[src/rtl/if_stage.sv]
// Instruction-fetch stage: owns the PC, issues one fetch at a time to the
// instruction port and holds the fetched {pc, inst} until IF/ID accepts it.
module if_stage #(
  parameter logic [31:0] RESET_PC = 32'h8000_0000,
  parameter int unsigned PC_STEP  = 4
) (
  input  logic        clk_i,
  input  logic        rst_ni,
  input  logic        ctl_jbr_taken_i,
  input  logic [31:0] jbr_target_i,
  input  logic        ctl_baseram_hazard_i,
  input  logic        ctl_id_allow_in_i,
  output logic        inst_req_o,
  output logic [31:0] inst_addr_o,
  input  logic        inst_rvalid_i,
  input  logic [31:0] inst_rdata_i,
  output logic [31:0] if_pc_o,
  output logic [31:0] if_inst_o,
  output logic        ctl_if_over_o
);

  localparam int unsigned XLEN = 32;

  typedef enum logic [1:0] {
    S_IDLE  = 2'd0,
    S_FETCH = 2'd1,
    S_HOLD  = 2'd2
  } state_e;

  state_e           state_q, state_d;
  logic [XLEN-1:0]  pc_q, pc_d;
  logic [XLEN-1:0]  if_pc_q, if_pc_d;
  logic [XLEN-1:0]  if_inst_q, if_inst_d;
  logic             if_over_q, if_over_d;
  logic             fetch_req;
  logic             accept;

  // State and datapath registers; async reset abandons any outstanding fetch.
  always_ff @(posedge clk_i or negedge rst_ni) begin
    if (!rst_ni) begin
      state_q   <= S_IDLE;
      pc_q      <= RESET_PC;
      if_pc_q   <= '0;
      if_inst_q <= '0;
      if_over_q <= 1'b0;
    end else begin
      state_q   <= state_d;
      pc_q      <= pc_d;
      if_pc_q   <= if_pc_d;
      if_inst_q <= if_inst_d;
      if_over_q <= if_over_d;
    end
  end

  // Next state: redirect wins over everything, then capture/accept per state.
  always_comb begin
    state_d   = state_q;
    pc_d      = pc_q;
    if_pc_d   = if_pc_q;
    if_inst_d = if_inst_q;
    if_over_d = if_over_q;
    if (ctl_jbr_taken_i) begin
      // Low target bits are forced to zero; any same-cycle response is dropped.
      pc_d      = jbr_target_i & ~XLEN'(3);
      if_over_d = 1'b0;
      state_d   = S_FETCH;
    end else begin
      unique case (state_q)
        S_IDLE: begin
          state_d = S_FETCH;
        end
        S_FETCH: begin
          // A response only counts while the request is actually on the bus.
          if (fetch_req && inst_rvalid_i) begin
            if_inst_d = inst_rdata_i;
            if_pc_d   = pc_q;
            if_over_d = 1'b1;
            state_d   = S_HOLD;
          end
        end
        S_HOLD: begin
          if (accept) begin
            pc_d      = pc_q + XLEN'(PC_STEP);
            if_over_d = 1'b0;
            state_d   = S_FETCH;
          end
        end
        default: begin
          state_d = S_IDLE;
        end
      endcase
    end
  end

  // Outputs: request is gated by the data-side bus ownership.
  always_comb begin
    fetch_req = (state_q == S_FETCH) && !ctl_baseram_hazard_i;
    accept    = (state_q == S_HOLD) && !ctl_baseram_hazard_i &&
                ctl_id_allow_in_i && !ctl_jbr_taken_i;
  end

  assign inst_req_o    = fetch_req;
  assign inst_addr_o   = pc_q;
  assign if_pc_o       = if_pc_q;
  assign if_inst_o     = if_inst_q;
  assign ctl_if_over_o = if_over_q;

endmodule

[config.mk]
export PLATFORM = sky130hd
export DESIGN_NAME = if_stage
export DESIGN_NICKNAME = d
export VERILOG_FILES = /design/src/rtl/if_stage.sv
export SDC_FILE = /design/constraint.sdc
export NUM_CORES = 1
export LEC_CHECK = 0
export ABC_AREA = 1
export CAP_MARGIN = 40
export CORE_ASPECT_RATIO = 0.8
export CORE_MARGIN = 2
export CORE_UTILIZATION = 41
export DETAILED_ROUTE_END_ITERATION = 8
export PLACE_DENSITY = 0.77
export SKIP_LAST_GASP = 1
export SLEW_MARGIN = 10
export SYNTH_ARGS = -nofsm -noshare
export SYNTH_HDL_FRONTEND = slang
export SYNTH_SLANG_ARGS = --single-unit
export TNS_END_PERCENT = 1
[constraint.sdc]
create_clock -name clk_i -period 1.5 [get_ports clk_i]
set_input_delay 0.45 -clock clk_i [delete_from_list [all_inputs] [get_ports clk_i]]
set_output_delay 0.45 -clock clk_i [all_outputs]
set_load 0.01 [all_outputs]
Word-level counts from Yosys, hierarchy flattened
Index checks and enable logic that the tools add are counted.
- add/subtract/negate cells: 1
- equality and inequality tests: 4
- reduce and logical (&&, ||, !) cells: 15
- shift operators: 0
- multipliers: 0
- div/mod/pow operators: 0
- multiplexer cells: 11
- magnitude comparators: 0
- bitwise operators: 1
- operators with widths (kind ; count):
    two-way mux 32 bit ; 3
    adder 32 x 3 -> 32 bit (second input constant) ; 1
    two-way mux 2 bit ; 3
    inequality test 3 bit (second input constant) ; 2
    one-hot mux 2 bit (3 select lines) ; 1
    AND reduction 3 bit ; 2
    logical AND 1 bit ; 5
    AND reduction 2 bit ; 2
    nonzero test 2 bit ; 2
    two-way mux 1 bit ; 3
    nonzero test 3 bit ; 1
    equality test 2 x 1 -> 1 bit (second input constant) ; 1
    equality test 2 bit (second input constant) ; 1
    logical NOT 1 bit ; 2
    logical NOT 2 bit ; 1
    one-hot mux 1 bit (2 select lines) ; 1
    NOT 1 bit ; 1
- bits in latches: 0
- bits in writable memories: 0
- word-level logic and storage cells: 37
- memory bits (read-only): 0
- register bits after elaboration: 99
- output and inout port bits: 98
- memories: 0

Depth between registers and ports, before layout
Gate-level depths: netlist of the first run.
- word-level depth: 7
- gate-level depth with buffers: 10
- mapped depth without buffers: 10

Worst setup path after synthesis of the first run
No wires, ideal clock.
- kind: register -> register
- start: register pc_q[2], in the netlist inst_addr_o[2]
- end: register pc_q[22], in the netlist inst_addr_o[22]
- setup slack: -0.052 ns
- arrival: 1.428 ns
- required time: 1.376 ns
- stages on the path, launching flop included: 9
- cell sequence: dfrtp_1 -> ha_1 -> nand2_1 -> nor2_1 -> nand2_2 -> nor2_2 -> nand2_1 -> o21ai_1 -> o21bai_1
- cells in the longest elaborated chain, start to end: 4
- ends and longest elaborated chain (what ; line ; RTL):
    start: declaration ; 31 ; logic [XLEN-1:0] pc_q, pc_d;
    start signal: assignment ; 48 ; pc_q <= pc_d;
    adder 32 x 3 -> 32 bit ; 83 ; pc_d = pc_q + XLEN'(PC_STEP);
    two-way mux 32 bit ; 82 ; if (accept) begin
    two-way mux 32 bit ; 68 ; unique case (state_q)
    two-way mux 32 bit ; 62 ; if (ctl_jbr_taken_i) begin
No other way between the ends. The select of a mux whose other input is x is not followed.
A chain may end at the register's enable or synchronous reset.

Worst setup path in the final report of the first run
- start: register pc_q[26], in the netlist inst_addr_o[26]
- end: output inst_addr_o[26]
- RTL lines (what ; line ; RTL):
    end: declaration ; 14 ; output logic [31:0] inst_addr_o,
No word-level cell between the ends.

==> impl_metrics.csv, run 1 <==
group,metric,value,unit
run_status,status,"complete, but fails checks",
run_status,violations,"setup timing",
clock_network,clkSinkCount,95,
critical_path,cp_slowest_stage_delay,0.56,ns
grt,overflow,0,
yosys,synth_edf_count,0,
cells_and_area,final_area,7330,µm²
critical_path,cp_num_buf_inv,1,
sta,finalHoldViolations,0,
route,ant_nets,0,
sta,rsz0062_at_grt,"yes",
critical_path,start_kind,"register",
pwr,ir_drop,626,µV
cells_and_area,final_nets,907,
cells_and_area,final_common_cell,"nand2_1",
yosys,synthCells,607,
route,first_pass_iters,5,
place,dp_slack,-0.546,ns
route,drt-initial-drc-count,317,
yosys,synth-seq-area-share,50.9,%
clock_network,clk_latency,0.34,ns
sta,skew,0.00595,ns
grt,antenna_found_initial,1,
sta,timing.fmax,579,MHz
sta,fin_hold_ws,0.469,ns
pwr,p_per_area,1140,nW/µm²
place,gp_congestion,0.908,
clock_network,path_clk_slew,0.06,ns
route,avgViaCountPerCell,4.93,
grt,grt_pass1_wl,23300,µm
yosys,synth_warnings,0,
pwr,p_leak,3.56,nW
yosys,ys.flop_type,"dfrtp_1",
floorplan,fp.dieH,99.5,µm
pwr,power,8.38,mW
clock_network,clockRootBuffer,"clkbuf_16",
route,routed_wl,14500,µm
floorplan,pin_count,168,
critical_path,worstSetupEndpointType,"primary output",
critical_path,required,1.05,ns
route,vias,4853,
grt,grt_max_degree,52,
yosys,synth_compound_gate_area_share,6.26,%
floorplan,core-area,11000,µm²
grt,grt_pass1_vias,4761,
job,cap_viol_max_count,0,
floorplan,initial_core_util,42.6,%
sta,drv_slew,0,
clock_network,cts_tree,"done",
cells_and_area,final_layout_size_suffix_gt1_share,15.5,%
clock_network,numCtsBuffers,9,
cells_and_area,final_cell_mix,"273 x nand2_1, 137 x clkdlybuf4s50_1, 89 x dfrtp_1",
place,dpl.hpwl,11000,µm
clock_network,cts_max_level,3,
critical_path,slowest_stage,"clkdlybuf4s50_1",
yosys,synth.distinct_cells,33,
place,place_area,6910,µm²
yosys,syn_area,4670,µm²
critical_path,path_class,"reg2out",
route,drc,0,
cells_and_area,area_growth,56.9,%
worst_hold_path,hold_class,"reg2reg",
floorplan,die-area,12300,µm²
sta,setup_ws,-0.227,ns
yosys,synth_xor_xnor_area_share,1.12,%
sta,fin_crit_sh,115,%
yosys,synth.avg_cell_area,7.70,µm²
floorplan,die_w,123,µm
yosys,yosys.area_share.simple,34.6,%
floorplan,row_count,34,
place,io_buffers,161,
sta,setup_viol,174,
route,wl_per_cell,14.7,µm
critical_path,path_delay_family,"buffers and inverters",
yosys,synth_top_family_by_area,"simple AND/OR/NAND/NOR gates",
critical_path,crit_chain,"clkdlybuf4s50_1",
grt,globalRouteTotalUtil,24.3,%
yosys,ys_ff_latch,95,
critical_path,arrival,1.28,ns
sta,finalCriticalPeriod,1.73,ns
yosys,synthMuxAreaShare,0,%
yosys,synth_async_sr_flop_share,100,%
clock_network,cts_buffer_depth,2,
critical_path,path_max_fanout,3,
yosys,synthAdderAreaFrac,0.268,%
sta,tns,-18.79,ns
==> report_power, final <==
part / switching (mW) / internal, mW
clock network: 0.970 / 1.45
logic: 1.16 / 1.43
registers: 0.308 / 3.06
==> metrics by stage <==
stage | utilization (%) | instances
after floorplan | - | 610
after global placement | 62.9 | 957
after detailed placement | 62.9 | 957
after CTS | 66.4 | 983
after global routing | 66.8 | 984
final | 66.8 | 985
==> worst register-to-register path: cells and delay by family (launching register included) <==
| kind | cells | cell delay (ns) |
|---|---|---|
| flip-flops | 1 | 0.36 |
| adder cells (fa/ha/maj) | 1 | 0.14 |
| buffers and inverters | 2 | 0.27 |
| AND/OR/NAND/NOR | 7 | 0.75 |
==> synth_stat cells (3+ instances only) <==
library cell | instances | area, µm²
buf_2 | 12 | 60.1
buf_4 | 4 | 30.0
buf_6 | 6 | 67.6
clkbuf_1 | 5 | 18.8
dfrtp_1 | 94 | 2350
inv_1 | 35 | 131
nand2_1 | 275 | 1030
nand2_2 | 3 | 18.8
nand3_1 | 45 | 225
nor2_1 | 49 | 184
nor2_2 | 9 | 56.3
nor2_4 | 4 | 45.0
o211ai_1 | 6 | 45.0
o21ai_0 | 10 | 50.1
o21ai_1 | 17 | 85.1
o21ai_2 | 4 | 35.0
o21bai_1 | 5 | 37.5
xor2_1 | 5 | 43.8
==> path summary, 6_finish.rpt <==
kind                                 startpoint              end  slack [ns]  cells past startpoint
min in group asynchronous                rst_ni       if_pc_o[5]        0.52                      2
worst min-delay path              if_inst_o[24]    if_inst_o[24]        0.47                      2
max in group asynchronous                rst_ni  inst_addr_o[31]        0.45                      3
worst min register to register    if_inst_o[24]    if_inst_o[24]        0.47                      2
worst max register to register   inst_addr_o[2]  inst_addr_o[24]       -0.12                     10
worst max-delay path            inst_addr_o[26]  inst_addr_o[26]       -0.23                      1
==> routing by layer <==
| metal | up-vias | GRT usage [%] | wire (µm) |
|---|---|---|---|
| met5 | - | 0 | 0 |
| met4 | 0 | 5.86 | 168 |
| met3 | 14 | 6.59 | 1250 |
| met2 | 181 | 39.7 | 6750 |
| met1 | 2305 | 32.2 | 6340 |
| li1 | 2353 | - | - |
==> cells by family (layout without fill, tap and decap cells) <==
group / count (synthesis) / in the layout
flip-flops: 95 / 95
buffers and inverters: 64 / 294
AO/OA/AOI/OAI: 48 / 48
AND/OR/NAND/NOR: 392 / 392
adder cells (fa/ha/maj): 1 / 1
XOR/XNOR: 6 / 6
other: 1 / 5
==> sequential cells by signal, summed over array words and instances, names as in the netlist <==
register / flops
if_pc_o: 30
state_q: 2
ctl_if_over_o: 1
inst_addr_o: 30
if_inst_o: 32
==> what timing repair did <==
action | CTS | global route
hold endpoints to repair | 12 | 0
hold buffers | 1 | 0
setup buffers | 10 | 1
gates cloned | 0 | 0
setup endpoints to repair | 181 | 189
pin swaps | 0 | 2
gates resized for setup | 27 | 12
==> layout make-up <==
class	count	area, µm²
timing repair buffer	242	2280
inverter	37	139
fill	904	3640
clock inverter	5	83.8
clock buffer	10	229
tap	144	180
sequential	95	2380
antenna	1	2.50
multi-input combinational	451	2040
(Power assumes the default switching activity.)
==> run 2: changes to the inputs <==
- SKIP_CTS_REPAIR_TIMING: default -> 1
==> impl_metrics.csv, run 2 (synthesized netlist as in run 1, its figures left out) <==
group,metric,value,unit
run_status,status,"complete, but fails checks",
run_status,violations,"setup timing",
sta,skew,0.00614,ns
worst_hold_path,worstHoldEndpoint,"if_inst_o[24]",
critical_path,worstSetupEndpointType,"primary output",
route,wl_met1,6320,µm
cells_and_area,largest_register_ffs,32,
worst_hold_path,min-delay-start,"if_inst_o[24]",
cells_and_area,final_layout_size_suffix_gt1_share,14.2,%
clock_network,cts_max_level,3,
floorplan,fp.dieH,99.5,µm
sta,setup_ws,-0.334,ns
floorplan,initial_core_util,42.6,%
grt,antenna_found_initial,0,
cells_and_area,area_growth,55.4,%
sta,fin_crit_sh,122,%
place,dp_cells,957,
place,io_buffers,161,
route,met2_length,6680,µm
critical_path,start_kind,"register",
route,ant_nets,0,
job,cap_viol_max_count,0,
sta,finalHoldViolations,0,
clock_network,clkSinkCount,95,
worst_hold_path,hold_class,"reg2reg",
critical_path,path_class,"reg2out",
cells_and_area,final_nets,898,
cells_and_area,stdcell_count,975,
route,drc,0,
clock_network,clockRootBuffer,"clkbuf_16",
route,drt-initial-drc-count,357,
sta,drv_slew,0,
clock_network,cts_tree,"done",
route,routed_wl,14400,µm
pwr,p_leak,3.50,nW
floorplan,core-area,11000,µm²
critical_path,r2r-start,"inst_addr_o[3]",
grt,grt_max_degree,52,
sta,timing.fmax,545,MHz
critical_path,arrival,1.38,ns
place,dpl.hpwl,11000,µm
critical_path,reg2regPathDepth,10,
critical_path,slowest_stage,"clkdlybuf4s50_1",
critical_path,cp_slowest_stage_delay,0.58,ns
critical_path,path_delay_family,"buffers and inverters",
route,met3_length,1230,µm
grt,grt_pass1_vias,4708,
cells_and_area,num_antenna_cells,0,
worst_hold_path,hold_path_depth,2,
route,first_pass_iters,5,
sta,finalCriticalPeriod,1.83,ns
critical_path,required,1.05,ns
route,wl_per_cell,14.8,µm
route,avgViaCountPerCell,4.95,
route,highest_layer,"met4",
grt,grt_pass1_wl,23000,µm
floorplan,die_w,123,µm
cells_and_area,final_common_cell,"nand2_1",
grt,globalRouteTotalUtil,24.0,%
pwr,p_per_area,1150,nW/µm²
critical_path,path_max_fanout,4,
floorplan,die-area,12300,µm²
grt,overflow,0,
clock_network,path_clk_slew,0.07,ns
critical_path,cp_num_buf_inv,1,
route,vias,4827,
clock_network,numCtsBuffers,9,
critical_path,crit_chain,"clkdlybuf4s50_1",
floorplan,row_count,34,
pwr,ir_drop,626,µV
place,gp_congestion,0.908,
cells_and_area,num-fill-cells,906,
sta,rsz0062_at_grt,"yes",
sta,setup_viol,172,
clock_network,clk_latency,0.34,ns
pwr,power,8.37,mW
floorplan,pin_count,168,
clock_network,cts_buffer_depth,2,
cells_and_area,final_cell_mix,"275 x nand2_1, 155 x clkdlybuf4s50_1, 88 x dfrtp_1",
critical_path,reg2reg_to,"inst_addr_o[23]",
critical_path,reg2reg_slack,-0.16,ns
run 2: changes by cell type in the layout (fill, tap and decap cells not counted), moves of 2 or more:
cell | before | now
nor2_2 | 6 | 10
nand2_1 | 273 | 275
buf_4 | 74 | 65
dlymetal6s2s_1 | 1 | 5
nor2_4 | 8 | 4
dlygate4sd2_1 | 21 | 0
clkdlybuf4s50_1 | 137 | 155
run 2: per-stage QoR:
step	instance area (µm²)	utilization [%]	hold WS, ns	setup WS (ns)	setup TNS [ns]
floorplan	4690	-	0.154	0.0334	0
global placement	6910	62.9	0.326	-0.504	-36.48
detailed placement	6910	62.9	0.329	-0.546	-39.34
CTS	7220	65.8	-0.0408	-0.525	-26.63
global route	7260	66.2	0.492	-0.346	-36.65
finish	7260	66.2	0.471	-0.334	-22.98
run 2: cell type report:
type                            count  area, µm²  share of cell area, %
Timing Repair Buffer              233       2250                   31.0
Tap cell                          144        180                   2.48
Inverter                           37        139                   1.91
Clock inverter                      5       83.8                   1.15
Clock buffer                       10        229                   3.15
Multi-Input combinational cell    451       1990                   27.5
Sequential cell                    95       2390                   32.8
run 2: metal layers:
metal / vias up / global-route usage [%]
li1: 2324 / -
met1: 2273 / 31.9
met2: 214 / 39.1
met3: 16 / 6.25
met4: 0 / 5.94
met5: - / 0
run 2: how the worst max path moves through the flow:
| stage | from | endpoint | slack [ns] | cells after the start |
|---|---|---|---|---|
| 2_1_floorplan | inst_addr_o[3] | inst_addr_o[22] | 0.03 | 8 |
| 3_3_place_gp | ctl_baseram_hazard_i | inst_req_o | -0.50 | 3 |
| 3_5_place_dp | ctl_baseram_hazard_i | inst_addr_o[30] | -0.55 | 10 |
| 4_1_cts | state_q[1] | inst_req_o | -0.53 | 4 |
| 5_1_grt | inst_addr_o[24] | inst_addr_o[24] | -0.35 | 1 |
| 6_report | inst_addr_o[24] | inst_addr_o[24] | -0.33 | 1 |
run 2: where the power goes:
| group | leakage, nW | switching, mW | internal, mW |
|---|---|---|---|
| combinational | 2.18 | 1.12 | 1.43 |
| sequential | 1.17 | 0.330 | 3.06 |
| clock | 0.145 | 0.969 | 1.45 |
| total | 3.50 | 2.42 | 5.95 |
